==> src/rtl/fetch_unit_pkg.sv <==
// Shared CPU definitions: condition codes, flag bit indices, fetch FSM states.
// Latency: n/a (constants and types only).
// Backpressure: n/a.
package cpu_defs;

    // Condition codes as they appear in instruction bits [11:8]
    localparam logic [3:0] COND_EQ = 4'h0;
    localparam logic [3:0] COND_NE = 4'h1;
    localparam logic [3:0] COND_CS = 4'h2;
    localparam logic [3:0] COND_CC = 4'h3;
    localparam logic [3:0] COND_HI = 4'h4;
    localparam logic [3:0] COND_LS = 4'h5;
    localparam logic [3:0] COND_GT = 4'h6;
    localparam logic [3:0] COND_LE = 4'h7;
    localparam logic [3:0] COND_FS = 4'h8;
    localparam logic [3:0] COND_FC = 4'h9;
    localparam logic [3:0] COND_LO = 4'hA;
    localparam logic [3:0] COND_HS = 4'hB;
    localparam logic [3:0] COND_LT = 4'hC;
    localparam logic [3:0] COND_GE = 4'hD;
    localparam logic [3:0] COND_UC = 4'hE;
    localparam logic [3:0] COND_NV = 4'hF;

    // Bit positions inside the 5-bit ALU flag register {N,Z,F,L,C}
    localparam int FLAG_C = 0;
    localparam int FLAG_L = 1;
    localparam int FLAG_F = 2;
    localparam int FLAG_Z = 3;
    localparam int FLAG_N = 4;

    typedef enum logic [1:0] {
        FS_IDLE  = 2'd0,
        FS_WAIT  = 2'd1,
        FS_VALID = 2'd2
    } fetch_state_t;

endpackage

==> src/rtl/fetch_unit_cond_eval.sv <==
// Branch/jump condition evaluator: maps a 4-bit condition code and ALU flags to true/false.
// Latency: purely combinational.
// Backpressure: none.
// Ports: cond (4b code), flags ({N,Z,F,L,C}) -> cond_true.
module cond_eval
    import cpu_defs::*;
(
    input  logic [3:0] cond,
    input  logic [4:0] flags,
    output logic       cond_true
);

    logic n, z, f, l, c;

    assign n = flags[FLAG_N];
    assign z = flags[FLAG_Z];
    assign f = flags[FLAG_F];
    assign l = flags[FLAG_L];
    assign c = flags[FLAG_C];

    always_comb begin
        cond_true = 1'b0;
        case (cond)
            COND_EQ: cond_true = z;
            COND_NE: cond_true = !z;
            COND_CS: cond_true = c;
            COND_CC: cond_true = !c;
            COND_HI: cond_true = l;
            COND_LS: cond_true = !l;
            COND_GT: cond_true = n;
            COND_LE: cond_true = !n;
            COND_FS: cond_true = f;
            COND_FC: cond_true = !f;
            COND_LO: cond_true = !l && !z;
            COND_HS: cond_true = l || z;
            COND_LT: cond_true = !n && !z;
            COND_GE: cond_true = n || z;
            COND_UC: cond_true = 1'b1;
            default: cond_true = 1'b0;   // COND_NV: never
        endcase
    end

endmodule

==> src/rtl/fetch_unit.sv <==
// PC, instruction fetch sequencer and instruction register feeding the control FSM.
// Latency: fetch_req in cycle T -> instr_valid in cycle T+1+MEM_LAT.
// Backpressure: busy=1 while a fetch is in flight; fetch_req and pc_en are ignored then.
// Ports: clk/reset; FSM commands (fetch_req, pc_en, br_en, jmp_en, cond, disp, jmp_target);
//        flags from ALU; addr_sel/data_addr for load/store; memory port A (mem_addr, mem_rdata);
//        status out (pc, link_addr, instr, instr_valid, busy, taken).
module fetch_unit
    import cpu_defs::*;
#(
    parameter logic [15:0] RESET_PC = 16'h0000,
    parameter int          MEM_LAT  = 1          // legal 1..4
) (
    input  logic        clk,
    input  logic        reset,
    input  logic        fetch_req,
    input  logic        pc_en,
    input  logic        br_en,
    input  logic        jmp_en,
    input  logic [3:0]  cond,
    input  logic [7:0]  disp,
    input  logic [15:0] jmp_target,
    input  logic [4:0]  flags,
    input  logic        addr_sel,
    input  logic [15:0] data_addr,
    input  logic [15:0] mem_rdata,
    output logic [15:0] mem_addr,
    output logic [15:0] pc,
    output logic [15:0] link_addr,
    output logic [15:0] instr,
    output logic        instr_valid,
    output logic        busy,
    output logic        taken
);

    localparam logic [1:0] LAT_INIT = 2'(MEM_LAT - 1);

    fetch_state_t state, state_nxt;
    logic [1:0]   cnt, cnt_nxt;
    logic         instr_ld;
    logic         accept;
    logic         cond_true;
    logic         pc_upd;
    logic [15:0]  pc_inc;
    logic [15:0]  pc_rel;

    cond_eval u_cond_eval (
        .cond      (cond),
        .flags     (flags),
        .cond_true (cond_true)
    );

    // ------------------------------------------------------------------
    // Fetch FSM
    // ------------------------------------------------------------------
    assign accept = fetch_req && (state != FS_WAIT);

    always_ff @(posedge clk or posedge reset) begin
        if (reset) begin
            state <= FS_IDLE;
            cnt   <= 2'd0;
            instr <= 16'h0000;
        end else begin
            state <= state_nxt;
            cnt   <= cnt_nxt;
            if (instr_ld) begin
                instr <= mem_rdata;
            end
        end
    end

    always_comb begin
        state_nxt = state;
        cnt_nxt   = cnt;
        instr_ld  = 1'b0;
        case (state)
            FS_IDLE, FS_VALID: begin
                if (fetch_req) begin
                    state_nxt = FS_WAIT;
                    cnt_nxt   = LAT_INIT;
                end
            end
            FS_WAIT: begin
                if (cnt != 2'd0) begin
                    cnt_nxt = cnt - 2'd1;
                end else begin
                    instr_ld  = 1'b1;
                    state_nxt = FS_VALID;
                end
            end
            default: state_nxt = FS_IDLE;
        endcase
    end

    assign busy        = (state == FS_WAIT);
    assign instr_valid = (state == FS_VALID);

    // The memory samples the address on the accepting edge, so the fetch
    // address must be pc even if the FSM still has addr_sel at data.
    assign mem_addr = (busy || accept || addr_sel) ? pc : data_addr;

    // ------------------------------------------------------------------
    // Program counter
    // ------------------------------------------------------------------
    assign pc_inc    = pc + 16'd1;
    assign pc_rel    = pc + {{8{disp[7]}}, disp};
    assign link_addr = pc_inc;

    // PC commands arriving while a fetch is outstanding are dropped so the
    // instruction being fetched always matches the pc reported alongside it.
    assign pc_upd = pc_en && (state != FS_WAIT);

    always_ff @(posedge clk or posedge reset) begin
        if (reset) begin
            pc    <= RESET_PC;
            taken <= 1'b0;
        end else if (pc_upd) begin
            if (jmp_en) begin
                pc    <= cond_true ? jmp_target : pc_inc;
                taken <= cond_true;
            end else if (br_en) begin
                pc    <= cond_true ? pc_rel : pc_inc;
                taken <= cond_true;
            end else begin
                pc    <= pc_inc;
                taken <= 1'b0;
            end
        end
    end

endmodule

==> config.mk <==
export PLATFORM = sky130hd
export DESIGN_NAME = fetch_unit
export DESIGN_NICKNAME = d
export VERILOG_FILES = /design/src/rtl/fetch_unit_pkg.sv /design/src/rtl/fetch_unit_cond_eval.sv /design/src/rtl/fetch_unit.sv
export SDC_FILE = /design/constraint.sdc
export NUM_CORES = 1
export LEC_CHECK = 0
export BUFFER_PORTS_ARGS = -buffer_cell sky130_fd_sc_hd__buf_2
export CAP_MARGIN = 10
export CORE_MARGIN = 10
export CORE_UTILIZATION = 53
export CTS_BUF_LIST = sky130_fd_sc_hd__clkbuf_2
export CTS_CLUSTER_SIZE = 28
export DETAILED_ROUTE_END_ITERATION = 12
export PLACE_DENSITY = 0.89
export SYNTH_ARGS = -nofsm -noshare
export SYNTH_HDL_FRONTEND = slang
export SYNTH_SLANG_ARGS = --single-unit
==> constraint.sdc <==
create_clock -name clk -period 3.75 [get_ports clk]
set_input_delay 0.1875 -clock clk [delete_from_list [all_inputs] [get_ports clk]]
set_output_delay 0.1875 -clock clk [all_outputs]
set_load 0.03 [all_outputs]
---- Word-level counts from Yosys, hierarchy flattened ----
Cells that the tools add are included.
Widths: inputs -> output; s select.
word-level totals
  register bits ........................... 37
  input port bits ......................... 72
  output and inout port bits .............. 67
  logic and storage cells ................. 64
cells by class
  add/subtract/negate cells ............... 3
  equal/unequal tests ..................... 20
  mux-type cells .......................... 16
  reduce and logical (&&, ||, !) cells .... 20
operators with widths
  kind                   count
  $mux 16                5
  $eq 4x4->1 const B     7
  $add 16x1->16 const B  1
  $add 16x16->16         1
  $eq 4x3->1 const B     4
  $pmux 1 s15            1
  $eq 4x2->1 const B     2
  $mux 2                 4
  $pmux 2 s2             2
  $logic_not 1->1        5
  $eq 4x1->1 const B     1
  $logic_and 1x1->1      4
  $logic_not 4->1        1
  $logic_or 1x1->1       4
  $mux 1                 4
  $ne 2x1->1 const B     2
  $ne 2x2->1 const B     2
  $reduce_bool 2->1      2
  $reduce_and 3->1       1
  $eq 2x1->1 const B     1
  $eq 2x2->1 const B     1
  $logic_not 2->1        1
  $reduce_and 2->1       1
  $reduce_or 2->1        1
  $sub 2x1->2 const B    1

---- Depth between registers and ports, before layout ----
Gate-level depths: netlist of the first run.
  word-level depth ........................ 6
  gate-level depth with buffers ........... 10
  mapped depth without buffers ............ 9

---- Modules after synthesis ----
Synthesis of the first run repeated with hierarchy kept, for this count alone.
second synthesis, totals
  cell total of the unflattened synthesis .. 375
  area total of the unflattened synthesis .. 3250.6 sq um
modules (own cells, without submodules)
  module      instances  cells each  area an instance (sq um)  seq. area each (sq um)
  fetch_unit  1          350         3070.4                    925.9
  cond_eval   1          25          180.2                     0.0

---- Least setup slack after synthesis of the first run ----
OpenSTA, ideal clock, no wires.
  path kind ............................... reg-to-reg
  from .................................... reg pc[0]
  to ...................................... reg pc[12]
  setup time .............................. 0.130 ns
  arrival time ............................ 2.461 ns
  required time ........................... 3.620 ns
  setup slack ............................. 1.159 ns
  cell stages (with the launch flop) ...... 10
  buffers on the path ..................... 0
  period minus slack after synthesis ...... 2.591 ns
  cell sequence ........................... dfrtp_1 > ha_1 > fa_1 > a211oi_1 > o21bai_1 > o211ai_1 > a21oi_1 > or3_1 > a21oi_1 > o21ai_0
between the ends
  cells in the longest elaborated chain, start to end .. 4
  elaborated cells between the ends (all ways) .. 6
  those cells by class .................... 2 x add/sub; 4 x mux
ends and longest elaborated chain
  element                                          RTL line                              text
  start, declared                                  fetch_unit.sv:27                      output logic [15:0] pc,
  start signal, assigned                           fetch_unit.sv:118                     pc <= cond_true ? jmp_target : pc_inc;
  start signal, assigned                           fetch_unit.sv:121                     pc <= cond_true ? pc_rel : pc_inc;
  start signal, assigned                           fetch_unit.sv:124                     pc <= pc_inc;
  $add 16x1->16 or $add 16x16->16 (tied branches)  fetch_unit.sv:104, fetch_unit.sv:105
  $mux 16                                          fetch_unit.sv:121
  $mux 16                                          fetch_unit.sv:120                     end else if (br_en) begin
  $mux 16 *                                        fetch_unit.sv:117                     if (jmp_en) begin
Mark *: on every way between the ends. The rest lies on a longest branch, timed or not.
A chain may end at the register's enable or synchronous reset.

---- Worst setup path in the final report of the first run ----
Same ends and word-level chain as after synthesis.

==> metrics, run 1 <==
Worst path max stage delay about 0.53 ns; share of cells above drive strength 1 0.388; mapped cell area between 0.003 and 0.004 sq mm; met1 GRT Util 0.245; Critical path origin pc[0]; wire per inst 18.9 um; worst flop-to-flop path startpoint pc[0]; setup repair bufs after CTS 0; unrepaired setup endpoints after global routing no; # Max-Cap Violations 0; maximum clock insertion buffer count 2; relative slew slack 0.478; average size of a mapped cell ~9 sq um; Final setup viols 0; DRC viols 0; Leak Pwr between 1.5 and 2 nW; critical path type flop to flop; GP Congestion around 0.97; worst-path cell chain ha_1 -> fa_1 -> a211oi_1 -> o21bai_1 -> o211ai_1 -> a21oi_1 -> or3_1 -> a21oi_1 -> o21ai_0; Iter 0 DRT Violations between 150 and 200; P&R area growth vs syn 26.4%; nets@finish 574; global routing usage on met3 0.0547; fraction of power consumed by sequential logic 0.229; Vias between 3000 and 4000; P_int roughly 1.6 mW; Final Hold Fails 0; initial core utilization 0.556; H-tree levels 2; PortBufs 138; die area ~0.0093 sq mm; critical path capture point type flop; Unique masters post-synth 56; GRT busiest layer met2; Max Slew Vio Count 0; Worst Max-Slew Pin Slew ~0.8 ns; CP delay by family, top compound AO/OA/AOI/OAI gates; Yosys reg bits 37; Core Box Area 0.00557 sq mm; # fillers ~480; Clk pwr share 0.066; total global-route track usage 0.213; CP max stage cell dfrtp_1; crit-path most repeated cell a21oi_1; Worst Min Path Start mem_rdata[7]; CTS buffer count 5; Post-synth ARST share 1.00; DIE WIDTH between 90 and 100 um; final wirelength about 11000 um; Antenna Nets Post-Route 0; cell taking the most area after synthesis dfrtp_1; HP Class input pin to flop; Reg clk slew, reported paths approximately 0.2 ns; startpoint types flop; Root Driver clkbuf_2; pre-CTS setup slack ~1.0 ns; clock latency on the worst-skew pair between 0.3 and 0.4 ns; I/O pin count 139; Syn Nets 437; GRT overflow 0; number of gates resized after CTS 0; met2 usage 0.368; Max VDD drop roughly 630 uV; Post-synth top flop dfrtp_1; period utilisation layout 0.741; min Tclk post-route 2.78 ns; first-pass GRT wire length ~16000 um; number of diodes 0; CTS tree yes; vias in the first global route roughly 3400; worst setup margin roughly 0.97 ns; initial antenna violation count 0; Fin Clk Skew between 0.01 and 0.015 ns; CP Max Fanout 10; outcome finished clean; register area share after synthesis 0.299; number of core rows 27; design area around 0.0039 sq mm; post-synth top area share 0.299; Req. time, crit path a little over 4 ns; R2R Setup Slk 0.97 ns; First-pass DRT Iterations 5; Post-synth EDFFs 0; combinational share of power 0.704; pin count of the biggest net entering global routing 38; Sw Pwr 2.06 mW; Crit path buffers/inverters 0; setup_tns 0 ns; cell area after placement between 0.003 and 0.004 sq mm; Critical Path AT 3.06 ns; switching share of power 0.560; clk sinks 37; Final HPWL DP about 8400 um; YS warnings 0; fmax 0.360 GHz; Vias/cell between 6 and 7; die extent in y between 90 and 100 um; power density of the placed cells between 900 and 1000 mW/mm^2; dominant cells by area after synthesis dfrtp_1 (30%), mux2_2 (12%), ha_1 (6.9%); cell count after synthesis 347
[power groups by stage]
stage	registers (mW)	logic [mW]	clock network [mW]
after floorplan	1.12	1.57	0
after global placement	0.831	2.50	0
after detailed placement	0.847	2.57	0
after CTS	0.839	2.58	0.243
after global routing	0.880	2.77	0.260
final	0.841	2.58	0.244
[cells in the final DEF (no fill, tap or decap), types with 12 or more instances in the layout]
cell type / instances
ha_1: 17
xor2_1: 14
dfrtp_1: 37
xnor2_1: 14
o21ai_0: 20
nor2_1: 24
buf_2: 138
mux2_2: 33
nand3_1: 13
a21oi_1: 19
nand2_1: 35
inv_1: 12
[kinds of logic after synthesis]
family	count (synthesis)	share of synthesized area
and+or+nand+nor	102	0.158
AOI/OAI and AO/OA	99	0.214
muxes	37	0.135
DFF	37	0.299
xor gates and xnor gates	28	0.0792
buffers and inverters	26	0.0404
adders and majority gates	18	0.0752
[what timing repair did]
action | in CTS | in global routing
endpoints found under the hold margin | 37 | 4
hold buffers | 1 | 4
endpoints found under the setup margin | 0 | 0
[cell usage after synthesis, drive strengths merged, types with 5 or more instances]
| master | count |
|---|---|
| clkbuf | 8 |
| o221ai | 6 |
| xor2 | 14 |
| nand2 | 36 |
| a21oi | 20 |
| inv | 12 |
| o22ai | 7 |
| nand3 | 13 |
| nor2 | 24 |
| mux2 | 35 |
| nor3 | 5 |
| o211ai | 7 |
| o21ai | 23 |
| buf | 6 |
| ha | 17 |
| xnor2 | 14 |
| a21o | 8 |
| dfrtp | 37 |
[final timing paths]
check,end,cells past startpoint
setup / recovery,pc[12],9
setup reg to reg,pc[12],9
hold reg to reg,cnt[1],2
hold / removal,instr[7],2
max in group asynchronous,instr[2],4
min in group asynchronous,cnt[0],4
[flip-flops by register name, indices dropped and copies added (netlist names)]
| register | count |
|---|---|
| instr | 16 |
| pc | 16 |
| cnt | 2 |
| state | 2 |
| taken | 1 |
[layer usage]
layer | wire length [um] | share of wire | vias to the layer above
li1 | - | - | 1551
met1 | 3950 | 0.37 | 1583
met2 | 5270 | 0.50 | 188
met3 | 980 | 0.093 | 32
met4 | 327 | 0.031 | 0
met5 | 0 | 0 | -
[cell type report]
cell class	count	area [sq um]	area share
Timing Repair Buffer	144	748	0.191
Inverter	12	45.0	0.0115
Multi-Input combinational cell	284	2050	0.523
Sequential cell	37	926	0.236
Clock buffer	5	25.0	0.00639
Clock inverter	2	35.0	0.00895
Tap cell	72	90.1	0.0230
[per-stage QoR]
stage	hold WS (ns)	utilization	std cells	power, mW
floorplan	0.295	-	347	2.69
global placement	0.322	0.683	544	3.33
detailed placement	0.325	0.683	544	3.42
CTS	0.00297	0.695	552	3.66
global route	-0.00582	0.702	556	3.91
finish	0.0228	0.702	556	3.67
No activity file was read; power rests on OpenSTA's default activity.
==> run 2: changes to the inputs <==
--- a/config.mk
+++ b/config.mk
@@ -5,14 +5,15 @@
 export SDC_FILE = /design/constraint.sdc
 export NUM_CORES = 1
 export LEC_CHECK = 0
+export ABC_AREA = 1
 export BUFFER_PORTS_ARGS = -buffer_cell sky130_fd_sc_hd__buf_2
 export CAP_MARGIN = 10
 export CORE_MARGIN = 10
-export CORE_UTILIZATION = 53
+export CORE_UTILIZATION = 51
 export CTS_BUF_LIST = sky130_fd_sc_hd__clkbuf_2
 export CTS_CLUSTER_SIZE = 28
 export DETAILED_ROUTE_END_ITERATION = 12
-export PLACE_DENSITY = 0.89
+export PLACE_DENSITY = 0.84
 export SYNTH_ARGS = -nofsm -noshare
 export SYNTH_HDL_FRONTEND = slang
 export SYNTH_SLANG_ARGS = --single-unit
==> constraint.sdc (replaced) <==
create_clock -name clk -period 2.6 [get_ports clk]
set_input_delay 0.13 -clock clk [delete_from_list [all_inputs] [get_ports clk]]
set_output_delay 0.13 -clock clk [all_outputs]
set_load 0.03 [all_outputs]
==> metrics, run 2 <==
Final setup viols 0; GP Congestion between 0.9 and 1; cell area after placement ~0.0042 sq mm; die area 0.0104 sq mm; initial antenna violation count 0; Yosys reg bits 37; Max VDD drop slightly above 800 uV; I/O pin count 139; First-pass DRT Iterations 5; relative slew slack 0.441; CP max stage cell dfrtp_2; mapped cell area 0.00345 sq mm; CP Max Fanout 7; pre-CTS setup slack between 0.4 and 0.5 ns; final wirelength between 10000 and 15000 um; setup_tns 0 ns; worst setup margin 0.220 ns; min Tclk post-route 2.38 ns; fmax between 0.4 and 0.5 GHz; top-count cell post-synth nand2_1; Syn Nets just over 600; cell count after synthesis 518; commonest cells after routing, fill and taps aside nand2_1 (179), buf_2 (138), nand3_1 (59); average size of a mapped cell between 6 and 7 sq um; commonest non-fill, non-tap cell in the layout nand2_1; global routing usage on met3 0.0621; Post-synth top flop dfrtp_1; unrepaired setup endpoints after global routing no; Req. time, crit path roughly 2.5 ns; initial core utilization 0.534; Clk pwr share 0.067; met1 GRT Util 0.249; Antenna Nets Post-Route 0; vias in the first global route around 4100; # Max-Cap Violations 0; clock latency on the worst-skew pair 0.43 ns; Root Driver clkbuf_2; Vias between 4000 and 5000; Post-synth ARST share 1.00; Core Box Area about 0.0065 sq mm; DIE WIDTH 102 um; Sw Pwr ~3.4 mW; P&R area growth vs syn 31.0%; Leak Pwr between 2 and 3 nW; Fin Clk Skew roughly 0.022 ns; first-pass GRT wire length about 19000 um; Post-synth top cells nand2_1 (179), nand3_1 (59), inv_1 (49), nor2_1 (47), dfrtp_1 (37); PortBufs 138; H-tree levels 2; GRT overflow 0; Critical Path AT 2.25 ns; maximum clock insertion buffer count 2; register area share after synthesis 0.269; crit-path most repeated cell nand2_1; Top Registers instr x16, pc x16; switching share of power 0.586; DRC viols 0; fraction of power consumed by sequential logic 0.201; CTS buffer count 5; GRT busiest layer met2; dominant cells by area after synthesis dfrtp_1 (27%), nand2_1 (19%), nand3_1 (8.6%); HP Class input pin to flop; period utilisation layout 0.915; setup repair bufs after CTS 0; outcome finished clean; worst-path cell chain ha_1 -> nand2_1 -> nor3_2 -> nand2_1 -> nor3_1 -> xor2_1 -> buf_2; nets@finish 771; Post-synth EDFFs 0; critical path capture point type output port; total global-route track usage 0.231; pin count of the biggest net entering global routing 28; Vias/cell around 5.4; Final Hold Fails 0; startpoint types flop; post-synth top area share 0.269; critical path type flop to output port; Worst Max-Slew Pin Slew between 0.8 and 0.9 ns; met2 usage 0.415; YS warnings 0; Final HPWL DP 9540 um; combinational share of power 0.732; share of cells above drive strength 1 0.280; Unique masters post-synth 37; design area about 0.0045 sq mm; Reg clk slew, reported paths 0.21 ns; wire per inst ~16 um; die extent in y slightly above 100 um; clk sinks 37; cell taking the most area after synthesis dfrtp_1; P_int ~2.4 mW; power density of the placed cells around 1300 mW/mm^2; Max Slew Vio Count 0; number of core rows 29; Worst path max stage delay 0.51 ns; Iter 0 DRT Violations between 200 and 300; CTS tree yes
run 2: changes by cell type in the layout (fill, tap and decap cells not counted), moves of 7 or more:
cell	before	now
nand3_1	13	59
o21ai_0	20	11
o211ai_1	7	0
mux2_2	33	23
xnor2_1	14	3
buf_4	1	8
dlygate4sd3_1	5	19
a21oi_1	19	28
inv_1	12	49
nor2_1	24	47
nand2_1	35	179
run 2: cell families (layout without fill, tap and decap cells):
kind of cell / Yosys count / in the layout / synth area share
other cells: 0 / 2 / 0
fa+ha+maj: 18 / 18 / 0.0675
buf+inv: 61 / 225 / 0.0704
flops: 37 / 37 / 0.269
simple gates: 310 / 310 / 0.387
compound gates: 49 / 49 / 0.0802
mux: 23 / 23 / 0.0752
xor+xnor: 20 / 20 / 0.0508
run 2: power groups by stage:
stage	clock network, mW	registers, mW	logic (mW)
6_report	0.385	1.16	4.23
2_1_floorplan	0	1.63	2.48
4_1_cts	0.393	1.14	4.20
3_5_place_dp	0	1.15	4.16
3_3_place_gp	0	1.13	4.11
5_1_grt	0.411	1.20	4.60
run 2: area by class of cell:
type                    count  area (sq um)
repair buffers            165           941
clock inverters             3          46.3
diodes                      2          5.00
flip-flops and latches     37           927
clock buffers               5          25.0
multi-input cells         420          2280
well taps                  77          96.3
fillers                   585          1950
inverters                  52           195
run 2: worst max-delay path: cells and delay by family (launching register included):
family | cells | cell delay [ns]
adders and majority gates | 1 | 0.22
DFF | 1 | 0.51
xor gates and xnor gates | 1 | 0.20
buffers and inverters | 1 | 0.24
and+or+nand+nor | 4 | 0.66
run 2: path summary, 6_finish.rpt:
path	to	startpoint	depth (start not counted)	slack (ns)
min reg2reg	taken	taken	2	0.53
max	link_addr[12]	pc[1]	7	0.22
min in group asynchronous	taken	reset	3	0.37
max in group asynchronous	cnt[0]	reset	4	1.54
max reg2reg	pc[10]	pc[0]	13	0.42
min	pc[11]	jmp_target[11]	5	0.03
run 2: per-stage QoR:
| stage | cells | util | hold slack, ns | total power [mW] |
|---|---|---|---|---|
| 6_report | 761 | 0.699 | 0.0296 | 5.78 |
| 5_1_grt | 759 | 0.698 | 0.0470 | 6.21 |
| 3_3_place_gp | 732 | 0.657 | 0.324 | 5.24 |
| 2_1_floorplan | 518 | - | 0.281 | 4.11 |
| 3_5_place_dp | 732 | 0.657 | 0.334 | 5.31 |
| 4_1_cts | 759 | 0.698 | 0.0333 | 5.73 |
run 2: layer usage:
layer  up-vias  wire length (um)
met5         -                 0
met1      1858              4470
met4         0               442
met3        32              1170
li1       2014                 -
met2       176              6200
run 2: timing repair:
| item | 4_1_cts | 5_1_grt |
|---|---|---|
| endpoints found under the hold margin | 37 | 0 |
| setup endpoints to repair | 0 | 2 |
| resized for setup | 0 | 1 |
| hold buffers | 19 | 0 |
